--- src/rtl/ca_row_stepper_if.sv ---
// Handshake and data bundle for ca_row_stepper.
// The load side carries a row and a generation count in. The result side
// returns the evolved row. The busy flag shows that a computation is running.
interface ca_row_stepper_if #(
  parameter int WIDTH = 8
);
  logic             load_valid;
  logic             load_ready;
  logic [WIDTH-1:0] load_row;
  logic [7:0]       load_gens;
  logic             out_valid;
  logic             out_ready;
  logic [WIDTH-1:0] out_row;
  logic             busy;

  // Requester / consumer side.
  modport master (
    output load_valid, load_row, load_gens, out_ready,
    input  load_ready, out_valid, out_row, busy
  );

  // Stepper side.
  modport slave (
    input  load_valid, load_row, load_gens, out_ready,
    output load_ready, out_valid, out_row, busy
  );
endinterface

--- src/rtl/ca_row_stepper.sv ---
// ca_row_stepper: a 1-D cellular automaton. It steps a WIDTH-cell row for a
// requested number of generations and evaluates one cell per clock.
// Rule: new = left XOR (right AND centre), where left = row[i-1] and
// right = row[i+1].
// Optional macro CA_WRAP_EN: periodic boundaries. Without it, the neighbours
// outside the row read as 0.
//
//   state | meaning
//   IDLE  | waiting for a load; load_ready high
//   RUN   | evaluating cells; busy high
//   DONE  | result held on out_row; out_valid high until out_ready
module ca_row_stepper #(
  parameter int WIDTH = 8
) (
  input logic               clk,
  input logic               reset,
  ca_row_stepper_if.slave   bus
);

  localparam int IDXW = $clog2(WIDTH);
  localparam logic [IDXW-1:0] LAST_IDX = IDXW'(WIDTH - 1);

`ifdef CA_WRAP_EN
  localparam bit WRAP = 1'b1;
`else
  localparam bit WRAP = 1'b0;
`endif

  typedef enum logic [1:0] {S_IDLE, S_RUN, S_DONE} state_t;

  state_t           r_state;
  state_t           w_next_state;
  logic [WIDTH-1:0] r_row;
  logic [WIDTH-1:0] r_shadow;
  logic [7:0]       r_gens;
  logic [IDXW-1:0]  r_idx;

  logic w_in1;
  logic w_in2;
  logic w_in3;
  logic w_new_cell;
  logic w_load_ready;
  logic w_busy;
  logic w_out_valid;

  // Gather the neighbourhood of cell r_idx from the previous generation.
  always_comb begin
    w_in2 = r_row[r_idx];
    if (r_idx == LAST_IDX) w_in1 = WRAP ? r_row[0] : 1'b0;
    else                   w_in1 = r_row[r_idx + 1'b1];
    if (r_idx == '0)       w_in3 = WRAP ? r_row[WIDTH-1] : 1'b0;
    else                   w_in3 = r_row[r_idx - 1'b1];
    w_new_cell = w_in3 ^ (w_in1 & w_in2);
  end

  // Compute the next state and decode the outputs from the current state.
  always_comb begin
    w_next_state = r_state;
    w_load_ready = 1'b0;
    w_busy       = 1'b0;
    w_out_valid  = 1'b0;
    case (r_state)
      S_IDLE: begin
        w_load_ready = 1'b1;
        if (bus.load_valid)
          w_next_state = (bus.load_gens == 8'd0) ? S_DONE : S_RUN;
      end
      S_RUN: begin
        w_busy = 1'b1;
        if (r_idx == LAST_IDX && r_gens == 8'd1)
          w_next_state = S_DONE;
      end
      S_DONE: begin
        w_out_valid = 1'b1;
        if (bus.out_ready)
          w_next_state = S_IDLE;
      end
      default: w_next_state = S_IDLE;
    endcase
  end

  // Register the state. Capture loads, build each generation in the shadow
  // and commit it to the row register.
  always_ff @(posedge clk) begin
    if (reset) begin
      r_state  <= S_IDLE;
      r_row    <= '0;
      r_shadow <= '0;
      r_gens   <= '0;
      r_idx    <= '0;
    end else begin
      r_state <= w_next_state;
      case (r_state)
        S_IDLE: begin
          if (bus.load_valid) begin
            r_row  <= bus.load_row;
            r_gens <= bus.load_gens;
            r_idx  <= '0;
          end
        end
        S_RUN: begin
          r_shadow[r_idx] <= w_new_cell;
          if (r_idx == LAST_IDX) begin
            // The last cell goes straight into the committed row. The shadow
            // write for that cell lands on the same edge.
            r_row  <= {w_new_cell, r_shadow[WIDTH-2:0]};
            r_gens <= r_gens - 8'd1;
            r_idx  <= '0;
          end else begin
            r_idx <= r_idx + 1'b1;
          end
        end
        default: ;
      endcase
    end
  end

  assign bus.load_ready = w_load_ready;
  assign bus.busy       = w_busy;
  assign bus.out_valid  = w_out_valid;
  assign bus.out_row    = r_row;

endmodule
--- src/flat_wrapper.sv ---
// flat-port wrapper written by rule: the top's interface ports become plain ports
module ca_row_stepper_flat 
#(
  parameter int WIDTH = 8
)
  (clk, reset, bus_load_valid, bus_load_row, bus_load_gens, bus_out_ready, bus_load_ready, bus_out_valid, bus_out_row, bus_busy);
  ca_row_stepper_if #(.WIDTH(WIDTH)) bus_i ();
  input logic clk;
  input logic reset;
  input wire logic [$bits(bus_i.load_valid)-1:0] bus_load_valid;
  input wire logic [$bits(bus_i.load_row)-1:0] bus_load_row;
  input wire logic [$bits(bus_i.load_gens)-1:0] bus_load_gens;
  input wire logic [$bits(bus_i.out_ready)-1:0] bus_out_ready;
  output wire logic [$bits(bus_i.load_ready)-1:0] bus_load_ready;
  output wire logic [$bits(bus_i.out_valid)-1:0] bus_out_valid;
  output wire logic [$bits(bus_i.out_row)-1:0] bus_out_row;
  output wire logic [$bits(bus_i.busy)-1:0] bus_busy;
  assign bus_i.load_valid = bus_load_valid;
  assign bus_i.load_row = bus_load_row;
  assign bus_i.load_gens = bus_load_gens;
  assign bus_i.out_ready = bus_out_ready;
  assign bus_load_ready = bus_i.load_ready;
  assign bus_out_valid = bus_i.out_valid;
  assign bus_out_row = bus_i.out_row;
  assign bus_busy = bus_i.busy;
  ca_row_stepper #(.WIDTH(WIDTH)) u_core (.clk(clk), .reset(reset), .bus(bus_i));
endmodule
--- config.mk ---
export PLATFORM = sky130hd
export DESIGN_NAME = ca_row_stepper_flat
export DESIGN_NICKNAME = d
export VERILOG_FILES = /design/src/rtl/ca_row_stepper_if.sv /design/src/rtl/ca_row_stepper.sv /design/src/flat_wrapper.sv
export SDC_FILE = /design/constraint.sdc
export NUM_CORES = 1
export LEC_CHECK = 0
export CAP_MARGIN = 20
export CORE_MARGIN = 1.5
export CORE_UTILIZATION = 47
export DETAILED_ROUTE_END_ITERATION = 6
export GPL_TIMING_DRIVEN = 0
export PLACE_DENSITY_LB_ADDON = 0.25
export RECOVER_POWER = 50
export SLEW_MARGIN = 40
export SYNTH_ARGS = -nofsm -noshare
export SYNTH_HDL_FRONTEND = slang
export SYNTH_SLANG_ARGS = --single-unit
--- constraint.sdc ---
create_clock -name clk -period 2.2 [get_ports clk]
set_input_delay 0.44 -clock clk [delete_from_list [all_inputs] [get_ports clk]]
set_output_delay 0.44 -clock clk [all_outputs]
set_load 0.03 [all_outputs]
After elaboration in Yosys (flattened, before gate mapping) --
Index checks and enable logic that the tools add are counted.
Operators by class: reduce and logical (&&, ||, !) cells 9, $lt $le $gt $ge 4, bitwise operators 2, muxes and demuxes 28, equality and inequality tests 8, add/subtract/negate cells 3
Operators by type and width (count):
- 8-bit 2-to-1 mux | 4
- 8-bit case mux with 2 select lines | 2
- 3-bit by 4-bit less-than comparator with 1-bit output (second input constant) | 3
- 1-bit binary-select mux with 3-bit select | 3
- 1-bit 2-to-1 mux | 9
- 8-bit bitwise mux | 1
- 8-bit by 1-bit == test with 1-bit output (second input constant) | 1
- 8-bit logical NOT | 1
- 2-bit 2-to-1 mux | 4
- 8-bit by 1-bit subtractor with 8-bit output (second input constant) | 1
- 3-bit 2-to-1 mux | 2
- 2-bit case mux with 3 select lines | 1
- 3-bit case mux with 2 select lines | 1
- 3-bit AND reduction | 2
- 2-bit by 1-bit inequality test with 1-bit output (second input constant) | 2
- 2-bit inequality test (second input constant) | 2
- 3-bit by 1-bit adder with 3-bit output (second input constant) | 1
- 1-bit demux with 3-bit select | 1
- 3-bit == test (second input constant) | 1
- 3-bit by 1-bit >= comparator with 1-bit output (second input constant) | 1
- 3-bit logical NOT | 1
- 3-bit by 1-bit subtractor with 3-bit output (second input constant) | 1
- 2-bit by 1-bit == test with 1-bit output (second input constant) | 1
- 2-bit == test (second input constant) | 1
- other kinds (6) | 7
Storage, ports and cells: input bits 20, register bits 29, word-level logic and storage cells 59, output and inout bits 11

Depth between registers and ports, before layout --
depth in word-level cells 8, gate-level depth with buffers 9, gate-level depth less buffers 7

Worst setup path before layout --
Ideal clock, no wire load.
path type register -> register, start point register u_core.r_idx[1], end point register u_core.r_shadow[6], period minus slack after synthesis 2.104 ns, setup time 0.088 ns, path buffers 1, data arrival time 2.016 ns, cell stages (with the launch flop) 8, slack 0.096 ns, required time 2.112 ns, cell sequence dfxtp_1 -> clkbuf_1 -> inv_1 -> ha_1 -> or3_1 -> a311oi_2 -> nand3_2 -> a311oi_2
Between the ends: word-level cells in the longest chain between the ends 7, elaborated cells on any way between the ends 20, classes of those cells add/sub (2); order compare (2); eq/ne (1); mux (11); bitwise (2); reduce/logical (2)
Ends and longest elaborated chain:
- start: declaration | RTL line ca_row_stepper.sv:36 | logic [IDXW-1:0] r_idx;
- start signal: assignment | RTL line ca_row_stepper.sv:110 | r_idx <= r_idx + 1'b1;
- 3-bit by 1-bit adder with 3-bit output | RTL line ca_row_stepper.sv:50 | else w_in1 = r_row[r_idx + 1'b1];
- 1-bit binary-select mux with 3-bit select | RTL line ca_row_stepper.sv:50
- 1-bit 2-to-1 mux (implied by the code) | RTL line ca_row_stepper.sv:50
- 1-bit 2-to-1 mux | RTL line ca_row_stepper.sv:49 | if (r_idx == LAST_IDX) w_in1 = WRAP ? r_row[0] : 1'b0;
- 1-bit bitwise AND | RTL line ca_row_stepper.sv:53 | w_new_cell = w_in3 ^ (w_in1 & w_in2);
- 1-bit XOR | RTL line ca_row_stepper.sv:53
- 8-bit bitwise mux * | RTL line ca_row_stepper.sv:102 | r_shadow[r_idx] <= w_new_cell;
- end signal: indexed assignment | RTL line ca_row_stepper.sv:102
- end: declaration | RTL line ca_row_stepper.sv:34 | logic [WIDTH-1:0] r_shadow;
Every way passes the cells marked *; elsewhere a longest branch is shown, timed or not. The select of a mux whose other input is x is not followed. A chain may end at the register's enable or synchronous reset.

Final worst setup path --
start point register u_core.r_idx[0], end point register u_core.r_shadow[1]
The elaborated chain is that of the path after synthesis.

==> qor.yml <==
logic_synthesis:
  synth-edff-count: 0
  syn_area_per_cell_um2: 8.16
  yosys.area_share.simple: 0.229
  ys_seq_area_frac: 0.330
  yosysTopAreaCellShare: 0.330
  synth_seq_cells: 28
  synth_top_family_by_area: "compound AO/OA/AOI/OAI gates"
  synth_adder_area_share: 0.0442
  yosys.area.top_type: "dfxtp_1"
  syn_nets: 234
  muxShareOfSynthArea: 0.0759
  synth_warnings: 0
  synth_xor_area_frac: 0.00516
  synth_area_leaders: "dfxtp_1 (33%), nand2_1 (6.4%), nor2_1 (5.7%), ha_1 (4.4%), a21oi_1 (4.1%)"
  async_reset_ff_frac: 0
  syn-instance-count: 208
  synth.most_common_cell: "nand2_1"
  synth_ff_type: "dfxtp_1"
  synth.cells.most_frequent: "nand2_1 (29), dfxtp_1 (28), nor2_1 (26), a21oi_1 (14), o21bai_1 (8)"
  synth.distinct_cells: 44
  syn_area_um2: 1700
  synth_compound_area_frac: 0.254
clock_tree:
  cts_root_buffer: "clkbuf_4"
  h-tree-depth: 1
  clock_sinks: 28
  cts_tree: "done"
  clkLatencyLatePin_ns: 0.33
  hold_buffers: 0
  cts.clk_slew.worst_paths_ns: 0.16
  clk_path_buf_depth: 2
  cts_inserted_buffers: 3
critical_path:
  critPathMaxFanout: 5
  rr_worst_depth: 9
  critPathKind: "register to register"
  r2r-end: "u_core.r_shadow[1]"
  cp.required_ns: 2.47
  arrival_ns: 2.45
  rrSetupSlack_ns: 0.01
  timing.critical_path.to_type: "register"
  start_kind: "register"
  r2r-start: "u_core.r_idx[0]"
sta:
  rsz0062_at_grt: "yes"
  hold_viol: 0
  slew_violations: 0
  max_freq_ghz: 0.457
  finClkSkew_ns: 0.0108
  maxSlewHeadroom: 0.644
  period_share: 0.995
  fin_hold_ws_ns: 0.495
  finalWorstSetupSlack_ns: 0.0106
  worst_pin_slew_ns: 0.534
  finalCriticalPeriod_ns: 2.19
  setup_viol: 0
power:
  total_power_w: 0.00141
  p_per_area_nw_per_um2: 630
  ir_drop_mv: 0.446
  leakagePower_nw: 0.854
route:
  wl_per_cell_um: 16.1
  vias: 1711
  ant_nets: 0
  post-route-drc-count: 0
  firstDrtPassIters: 4
  wl_mm: 4.76
  vias_per_cell: 5.78
  first_iter_violations: 107
finish:
  finalNetCount: 277
  area_growth_pct: 32.1
  diodes: 0
  final_util: 0.661
  layout-drive-gt1-share: 0.172
  layout.cells.non_filler: 296
worst_hold_path:
  hold_path_depth: 2
  hp-start: "u_core.r_shadow[5]"
  min-delay-path-class: "register to register"
  hold_end: "u_core.bus.out_row[5]"
placement:
  gp_congestion: 0.865
  port_buffers: 29
  dp_hpwl_mm: 3.16
  place_inst: 283
  dp_slack_ns: -0.259
floorplan:
  core_region_area_um2: 3390
  die_x_um: 63.1
  io_pins: 31
  initial_core_util: 0.501
  rows: 21
  chipHeight_um: 63.1
  dieArea_um2: 3980
global_route:
  overflow: 0
  grt_max_degree: 16
  met2_usage: 0.370
  grt_pass1_vias: 1530
  use_met3: 0.0375
  grt_antenna_before_repair: 0
  grtUsageTotal: 0.231
  grt_pass1_wl_mm: 7.32
  busiest_layer: "met2"
  use_met1: 0.329
status:
  outcome: "completed"
run:
  cap_violations: 0
per-stage QoR:
step           setup TNS [ns]  instance area [um2]
3_3_place_gp            -2.79                 2050
4_1_cts               -0.0689                 2110
5_1_grt                -0.147                 2240
6_report                    0                 2240
2_1_floorplan               0                 1700
3_5_place_dp            -3.82                 2050
cell type report:
type / instances / area (um2)
buffer: 14 / 88.8
clock buffer: 4 / 36.3
fill: 288 / 1150
inverter: 5 / 23.8
multi-input combinational: 160 / 1100
sequential: 28 / 563
tap: 46 / 57.6
timing repair buffer: 39 / 368
worst max-delay path, cell delays in order (launching register included):
cell,delay (ns)
dfxtp_2,0.36
buf_6,0.13
buf_12,0.13
buf_4,0.13
mux2i_1,0.16
or3_4,0.37
a311oi_4,0.33
nand3_2,0.19
buf_6,0.17
a31oi_1,0.16
how the worst max path moves through the flow:
stage	cells after the start	slack [ns]	from	end
global placement	5	-0.25	u_core.r_state[1]	bus_busy
CTS	5	-0.07	u_core.r_state[1]	bus_busy
detailed placement	7	-0.26	u_core.r_idx[1]	u_core.r_shadow[6]
floorplan	7	0.1	u_core.r_idx[1]	u_core.r_shadow[6]
global route	9	-0.06	u_core.r_idx[0]	u_core.r_shadow[1]
finish	9	0.01	u_core.r_idx[0]	u_core.r_shadow[1]
timing repair:
item                       4_1_cts  5_1_grt
setup buffers                    1        9
cloned                           0        0
setup endpoints to repair       23       10
pin swaps                        3        7
gates resized for setup         12       18
kinds of logic (layout without fill, tap and decap cells):
logic type | after synthesis | in the layout
AND/OR/NAND/NOR | 84 | 84
AO/OA/AOI/OAI | 61 | 61
flip-flops | 28 | 28
buffers and inverters | 20 | 62
multiplexers | 8 | 8
adder cells (fa/ha/maj) | 6 | 6
XOR/XNOR | 1 | 1
layer usage:
layer | wire (um) | share of wire | vias to the layer above
met5 | 0 | 0 | -
met4 | 29 | 0.0061 | 0
met3 | 225 | 0.047 | 2
met2 | 2320 | 0.49 | 54
met1 | 2190 | 0.46 | 803
li1 | - | - | 852
placed cells by master (no fill, tap or decap), types with 2 or more instances in the layout:
| cell type | count |
|---|---|
| clkbuf_1 | 5 |
| buf_4 | 11 |
| nor2_1 | 26 |
| a211oi_1 | 5 |
| dlygate4sd3_1 | 7 |
| inv_2 | 2 |
| nand2b_1 | 6 |
| o21ai_0 | 4 |
| nor2b_1 | 3 |
| a21oi_1 | 13 |
| ha_1 | 4 |
| or4_1 | 2 |
| nor4_1 | 3 |
| a31oi_2 | 2 |
| a311oi_1 | 7 |
| mux2i_1 | 2 |
| nor3_1 | 6 |
| a22oi_1 | 2 |
| clkdlybuf4s50_1 | 20 |
| ha_4 | 2 |
| buf_6 | 2 |
| nand3_1 | 3 |
| mux4_1 | 2 |
| o22ai_1 | 3 |
| dfxtp_2 | 2 |
| a31oi_1 | 4 |
| mux2_2 | 3 |
| o21bai_1 | 8 |
| nand2_1 | 29 |
| inv_1 | 2 |
| dfxtp_1 | 26 |
| clkbuf_4 | 3 |
| buf_2 | 3 |
state kept, by name, indices dropped and copies added, names as in the netlist:
signal and flops:
u_core.bus.out_row 8, u_core.r_gens 8, u_core.r_shadow 7, u_core.r_idx 3, u_core.r_state 2
power by group:
group	switching [W]	internal, W	total [W]
Sequential	0.0000470	0.000555	0.000602
Combinational	0.000304	0.000247	0.000551
Clock	0.000158	0.000101	0.000259
(Power assumes the default switching activity.)
